**src/rtl/a51_burst_xor.sv**
```systemverilog
// Burst cipher stage: drops the a51 warm-up bits, captures one burst of keystream,
// and XORs it onto a single data burst handed over through valid/ready handshakes.
module a51_burst_xor #(
  parameter int BURST_LEN   = 114,
  parameter int DISCARD_LEN = 100,
  parameter int CNT_W       = 7
) (
  input  logic                 clock_i,
  input  logic                 reset_i,
  input  logic                 start_i,
  input  logic                 ks_bit_i,
  input  logic                 ks_valid_i,
  input  logic [BURST_LEN-1:0] data_in_i,
  input  logic                 data_valid_i,
  output logic                 data_ready_o,
  output logic [BURST_LEN-1:0] data_out_o,
  output logic                 out_valid_o,
  input  logic                 out_ready_i,
  output logic                 busy_o,
  output logic                 done_o
);

  localparam logic [2:0] S_IDLE      = 3'd0;
  localparam logic [2:0] S_DISCARD   = 3'd1;
  localparam logic [2:0] S_COLLECT   = 3'd2;
  localparam logic [2:0] S_WAIT_DATA = 3'd3;
  localparam logic [2:0] S_OUTPUT    = 3'd4;

  // With no warm-up bits the DISCARD state is never entered, so its terminal count is moot.
  localparam logic [2:0]       FIRST_KS_STATE = (DISCARD_LEN == 0) ? S_COLLECT : S_DISCARD;
  localparam logic [CNT_W-1:0] DISC_LAST      = CNT_W'((DISCARD_LEN > 0) ? DISCARD_LEN - 1 : 0);
  localparam logic [CNT_W-1:0] BURST_LAST     = CNT_W'(BURST_LEN - 1);

  logic [2:0]           state_q,     state_d;
  logic [CNT_W-1:0]     cnt_q,       cnt_d;
  logic [BURST_LEN-1:0] ks_buf_q,    ks_buf_d;
  logic [BURST_LEN-1:0] data_out_q,  data_out_d;
  logic                 out_valid_q, out_valid_d;
  logic                 done_q,      done_d;

  always_comb begin
    state_d     = state_q;
    cnt_d       = cnt_q;
    ks_buf_d    = ks_buf_q;
    data_out_d  = data_out_q;
    out_valid_d = out_valid_q;
    done_d      = 1'b0;
    case (state_q)
      S_IDLE: begin
        if (start_i) begin
          state_d = FIRST_KS_STATE;
          cnt_d   = '0;
        end
      end
      S_DISCARD: begin
        if (ks_valid_i) begin
          if (cnt_q == DISC_LAST) begin
            state_d = S_COLLECT;
            cnt_d   = '0;
          end else begin
            cnt_d = cnt_q + CNT_W'(1);
          end
        end
      end
      S_COLLECT: begin
        // Shift in from the bottom so the first collected bit lands in the MSB.
        if (ks_valid_i) begin
          ks_buf_d = {ks_buf_q[BURST_LEN-2:0], ks_bit_i};
          if (cnt_q == BURST_LAST) begin
            state_d = S_WAIT_DATA;
            cnt_d   = '0;
          end else begin
            cnt_d = cnt_q + CNT_W'(1);
          end
        end
      end
      S_WAIT_DATA: begin
        if (data_valid_i) begin
          data_out_d  = data_in_i ^ ks_buf_q;
          out_valid_d = 1'b1;
          state_d     = S_OUTPUT;
        end
      end
      S_OUTPUT: begin
        if (out_ready_i) begin
          out_valid_d = 1'b0;
          done_d      = 1'b1;
          state_d     = S_IDLE;
        end
      end
      default: state_d = S_IDLE;
    endcase
  end

  always_ff @(posedge clock_i) begin
    if (reset_i) begin
      state_q     <= S_IDLE;
      cnt_q       <= '0;
      ks_buf_q    <= '0;
      data_out_q  <= '0;
      out_valid_q <= 1'b0;
      done_q      <= 1'b0;
    end else begin
      state_q     <= state_d;
      cnt_q       <= cnt_d;
      ks_buf_q    <= ks_buf_d;
      data_out_q  <= data_out_d;
      out_valid_q <= out_valid_d;
      done_q      <= done_d;
    end
  end

  // Ready comes straight from the state register so no input can reach it combinationally.
  assign data_ready_o = (state_q == S_WAIT_DATA);
  assign busy_o       = (state_q != S_IDLE);
  assign data_out_o   = data_out_q;
  assign out_valid_o  = out_valid_q;
  assign done_o       = done_q;

endmodule
```
**config.mk**
```make
export PLATFORM = sky130hd
export DESIGN_NAME = a51_burst_xor
export DESIGN_NICKNAME = d
export VERILOG_FILES = /design/src/rtl/a51_burst_xor.sv
export SDC_FILE = /design/constraint.sdc
export NUM_CORES = 1
export LEC_CHECK = 0
export CORE_ASPECT_RATIO = 1.75
export CORE_UTILIZATION = 41
export DETAILED_ROUTE_END_ITERATION = 6
export GPL_ROUTABILITY_DRIVEN = 0
export PLACE_DENSITY = 0.79
export SYNTH_ARGS = -nofsm -noshare
export SYNTH_HDL_FRONTEND = slang
export SYNTH_SLANG_ARGS = --single-unit
```
**constraint.sdc**
```tcl
create_clock -name clock_i -period 1.9 [get_ports clock_i]
set_input_delay 0.285 -clock clock_i [delete_from_list [all_inputs] [get_ports clock_i]]
set_output_delay 0.285 -clock clock_i [all_outputs]
set_load 0.05 [all_outputs]
```
# Yosys cells after proc, flatten, opt, wreduce, memory -nomap -nowiden
# Cells that the tools add are included.
# totals
ff_bits	240
input_bits	121
out_inout_bits	118
word_cells	50
# classes
add_sub_neg	1
eq_ne	13
muxes	18
n_bitwise	2
n_reduce_logical	10
# ops
operator	count
XOR 114 bit	1
two-way mux 7 bit	5
two-way mux 3 bit	7
one-hot mux 7 bit (3 select lines)	1
one-hot mux 3 bit (5 select lines)	1
== test 7 bit, second input constant	2
!= test 2 bit, second input constant	7
adder 7 x 1 -> 7 bit, second input constant	1
AND reduction 7 bit	1
== test 3 x 2 -> 1 bit, second input constant	2
nonzero test 3 bit	2
AND reduction 2 bit	2
AND reduction 4 bit	1
== test 3 x 1 -> 1 bit, second input constant	1
== test 3 bit, second input constant	1
zero test 3 bit	1
two-way mux 1 bit	3
AND reduction 3 bit	1
one-hot mux 1 bit (2 select lines)	1
nonzero test 2 bit	1
OR reduction 2 bit	1
NOT 1 bit	1

# Logic depth before layout (Yosys ltp)
# Gate-level depths: netlist (run 1).
# depth
word_depth	4
depth_mapped	8
depth_no_buf	7

# Worst setup path after synthesis (run 1)
# OpenSTA, ideal clock, no wires.
# synth_path
path_kind	reg2reg
start	reg state_q[0]
end	reg cnt_q[1]
setup_time_ps	79
arrival_time_ps	1442
required_ps	1821
slack_ps	379
path_stages_with_launch	6
path_buffers	0
synth_period_minus_slack_ps	1521
path_cell_list	dfxtp_1 > mux2_2 > mux2i_4 > nor2_1 > a21o_1 > a211oi_2
# synth_between
elab_chain_len	3
elab_cells_between_ends	9
classes_between	5 x eq/ne; 1 x mux; 3 x reduce/logical
# synth_lines
element	line_no	rtl
start: declaration	34	logic [2:0] state_q, state_d;
start signal: assignment	104	state_q <= state_d;
== test 3 x 1 -> 1 bit, or another cell as far along	48	case (state_q)
!= test 2 bit (no line) or nonzero test 3 bit (tied branches)	n/a	
AND reduction 4 bit (no line)	n/a	
end signal: assignment	105	cnt_q <= cnt_d;
end: declaration	35	logic [CNT_W-1:0] cnt_q, cnt_d;
# Several ways; a longest one is shown, not always the timed one.
# A chain may end at the register's enable or synchronous reset.

# Final worst setup path (run 1)
# layout_path
start	reg state_q[0]
end	out busy_o
# layout_between
elab_chain_len	1
# layout_lines
element	line_no	rtl
nonzero test 3 bit	115	assign busy_o = (state_q != S_IDLE);
end: declaration	19	output logic busy_o,
# No other way between the ends.

==> results of run 1 <==
sequential cells by signal (all words and copies together), names as in the netlist:
name         count
done_o           1
ks_buf_q       114
data_out_o     114
out_valid_o      1
cnt_q            7
state_q          3
routing by layer:
metal	global-route usage (%)	wire length [um]	share of wire, %	up-vias
met5	0	25	0.11	-
met4	9.07	924	4.0	4
met3	3.86	1140	5.0	63
met2	38.6	12300	54	183
met1	20.5	8540	37	3574
li1	-	-	-	3984
cells by family (layout without fill, tap and decap cells):
group / Yosys count / count (layout) / synth area share, %
buffers and inverters: 83 / 305 / 3.98
AND/OR/NAND/NOR: 385 / 385 / 16.3
multiplexers: 3 / 3 / 0.469
AO/OA/AOI/OAI: 238 / 238 / 16.2
XOR/XNOR: 121 / 121 / 11.4
adder cells (fa/ha/maj): 2 / 2 / 0.268
other: 0 / 3 / 0
flip-flops: 240 / 240 / 51.5
cell usage in the layout (no fill, tap or decap), types with 2 or more instances in the layout:
cell             Yosys  routed
ha_1                 2       2
nand3b_1             2       2
nand2_1            234     233
buf_4                3      24
nor3_1               2       2
clkbuf_8             0       3
clkbuf_1            34       7
a21oi_1            117     117
clkbuf_16            0      23
diode_2              0       3
buf_12               0      13
nand3_1              4       4
a211oi_1           114     114
nor4_1               2       2
nor2_1             129     129
xnor2_1            121     121
dlygate4sd2_1        0     109
a211oi_2             2       2
nor3b_1              2       2
dfxtp_1            240     239
clkinv_2             0       3
inv_1                2       2
clkdlybuf4s50_1      0     119
how the worst max path moves through the flow:
stage	startpoint	cells past startpoint	slack, ns	endpoint
finish	state_q[0]	3	0.06	busy_o
CTS	state_q[0]	3	0.04	busy_o
floorplan	state_q[0]	5	0.38	cnt_q[1]
global placement	ks_valid_i	6	0.08	cnt_q[1]
detailed placement	ks_valid_i	6	0.02	cnt_q[1]
global route	state_q[0]	3	0.003	busy_o
worst register-to-register path, cell delays in order, from the launching register on:
cell	delay [ns]
dfxtp_2	0.41
mux2_2	0.39
mux2i_4	0.23
nor2_1	0.10
a21o_1	0.25
a211oi_2	0.22
power by group:
group	total (mW)	leakage, nW	internal (mW)	switching (mW)
clock	4.27	0.339	2.46	1.80
combinational	2.19	2.24	0.876	1.31
sequential	5.29	1.93	5.19	0.107
layout make-up:
class | count | area [um^2]
clock inverter | 4 | 45.0
inverter | 2 | 7.51
tap | 296 | 370
timing repair buffer | 266 | 2600
sequential | 240 | 4810
clock buffer | 33 | 643
fill | 2042 | 9600
multi-input combinational | 749 | 4170
antenna | 3 | 7.51
timing repair:
| action | 4_1_cts | 5_1_grt |
|---|---|---|
| gates resized for setup | 110 | 0 |
| endpoints found under the setup margin | 110 | 0 |
| hold buffers | 0 | 0 |
per-stage QoR:
step | setup WS, ns | power [mW] | cells | util [%]
detailed placement | 0.0174 | 7.67 | 1553 | 54.3
floorplan | 0.379 | 6.79 | 1072 | -
CTS | 0.0407 | 11.9 | 1590 | 56.8
global route | 0.00287 | 12.3 | 1591 | 56.8
finish | 0.0639 | 11.7 | 1593 | 56.8
global placement | 0.0756 | 7.63 | 1553 | 54.3
==> summary.md, run 1 <==
| Metric | Value |
|---|---|
| Max VDD drop | 0.901 mV |
| Startpoint Class | flip-flop |
| Clock Latency Late Sink | 0.50 ns |
| Library cells used by synthesis | 36 |
| Synth top area cells | dfxtp_1, xnor2_1, nand2_1, a211oi_1, a21oi_1 |
| Fin Hold WS | 0.243 ns |
| Least-Margin Pin Slew | 0.569 ns |
| Share of layout cells above drive strength 1 | between 6 and 7% |
| CTS root buf | clkbuf_16 |
| RSZ-0062 raised after global routing | no |
| WS Path Type | reg2out |
| Initial antenna violation count | 5 |
| CTS sink count | 240 |
| Primary FF master, synth | dfxtp_1 |
| Synth top area share | 51.5% |
| Min-Delay Startpoint | reset_i |
| Final setup viols | 0 |
| Number of I/O pins | 239 |
| Area of the mapped netlist | ~9300 um^2 |
| Clock transition at path regs | 0.06 ns |
| CP top delay family | flip-flops |
| Fin crit share | 96.6% |
| HP Class | in2reg |
| Via density per instance | 4.90 |
| # rows | approximately 70 |
| R2R depth | 5 |
| Total Wirelength | 23000 um |
| LEAKAGE | 4.52 nW |
| Layout area overhead | 35.5% |
| DP Area | ~12000 um^2 |
| First-pass DRT Iterations | 4 |
| Die width | 116 um |
| Core ar. | around 22000 um^2 |
| Worst path buffer plus inverter count | 2 |
| Input/output buffers | 238 |
| Synth warn | 0 |
| Ys async rst share | 0% |
| CP Data Arrival Time | 1.55 ns |
| Pin count of the biggest net entering global routing | between 70 and 80 |
| CP required | 1.62 ns |
| Post-CTS Setup Repair Bufs | 0 |
| DR WL/cell | 14.4 um |
| Design Area, Final | 12600 um^2 |
| Post-Syn Area per Cell | 8.71 um^2 |
| Slowest Stage Delay on Critical Path | 0.37 ns |
| Vias in the first global route | 7825 |
| Die Area | 23400 um^2 |
| H-tree Lvls | 1 |
| EDFF count, synth | 0 |
| CTS tree | built |
| Crit path time final | 1.84 ns |
| Worst hold stages | 2 |
| Run status | complete, no violations |
| Max cap viols | 0 |
| WHS Endpoint | ks_buf_q[2] |
| First-pass GRT wire length | 37900 um |
| # DRC | 0 |
| DR iter-0 viols | 333 |
| Commonest cells in the netlist | dfxtp_1, nand2_1, nor2_1, xnor2_1, a21oi_1 |
| Rel. slew slack | a little over 60% |
| Post-synthesis sequential area ratio | 51.5% |
| Post-Route Setup TNS | 0 ns |
| P per Cell Area | 929 nW/um^2 |
| Post-DP HPWL | between 15000 and 20000 um |
| Reg2reg end | cnt_q[1] |
| Worst-path fanout max | 9 |
| Clock skew | roughly 0.0073 ns |
| Slew Viols, Final | 0 |
| Routed Antenna Nets | 0 |
| F_max | 0.545 GHz |
| Post-synth net total | between 1000 and 1500 |
| Global-route usage over all layers | 20.2% |
| Clk buf depth | 3 |
| Vias | between 7000 and 8000 |
| Synth Instances | approximately 1100 |
| Cell with the most instances after synthesis | dfxtp_1 |
| Total grt overflow | 0 |
| Reg2Reg Launch Point | state_q[0] |
| Worst setup EP type | primary output |
| Slowest cell on crit path | dfxtp_2 |
| Initial core utilization | between 40% and 50% |
| #FFs+latches synth | 240 |
| Count of final hold-check violations | 0 |
| Final net count | 1404 |
| R2r setup slk | 0.22 ns |
| Synth area leader | dfxtp_1 |
| Total CTS buffers | 22 |
| Cell Chain, Critical Path | buf_4 > or3_1 > buf_12 |
| Chip height | roughly 200 um |
Note: power is estimated with default switching activity, not from simulation.
==> inputs of run 2 (changes only) <==
- GPL_ROUTABILITY_DRIVEN: 0 -> not set
==> results of run 2 <==
The final DEF is identical to that of run 1; final timing and power are the same.
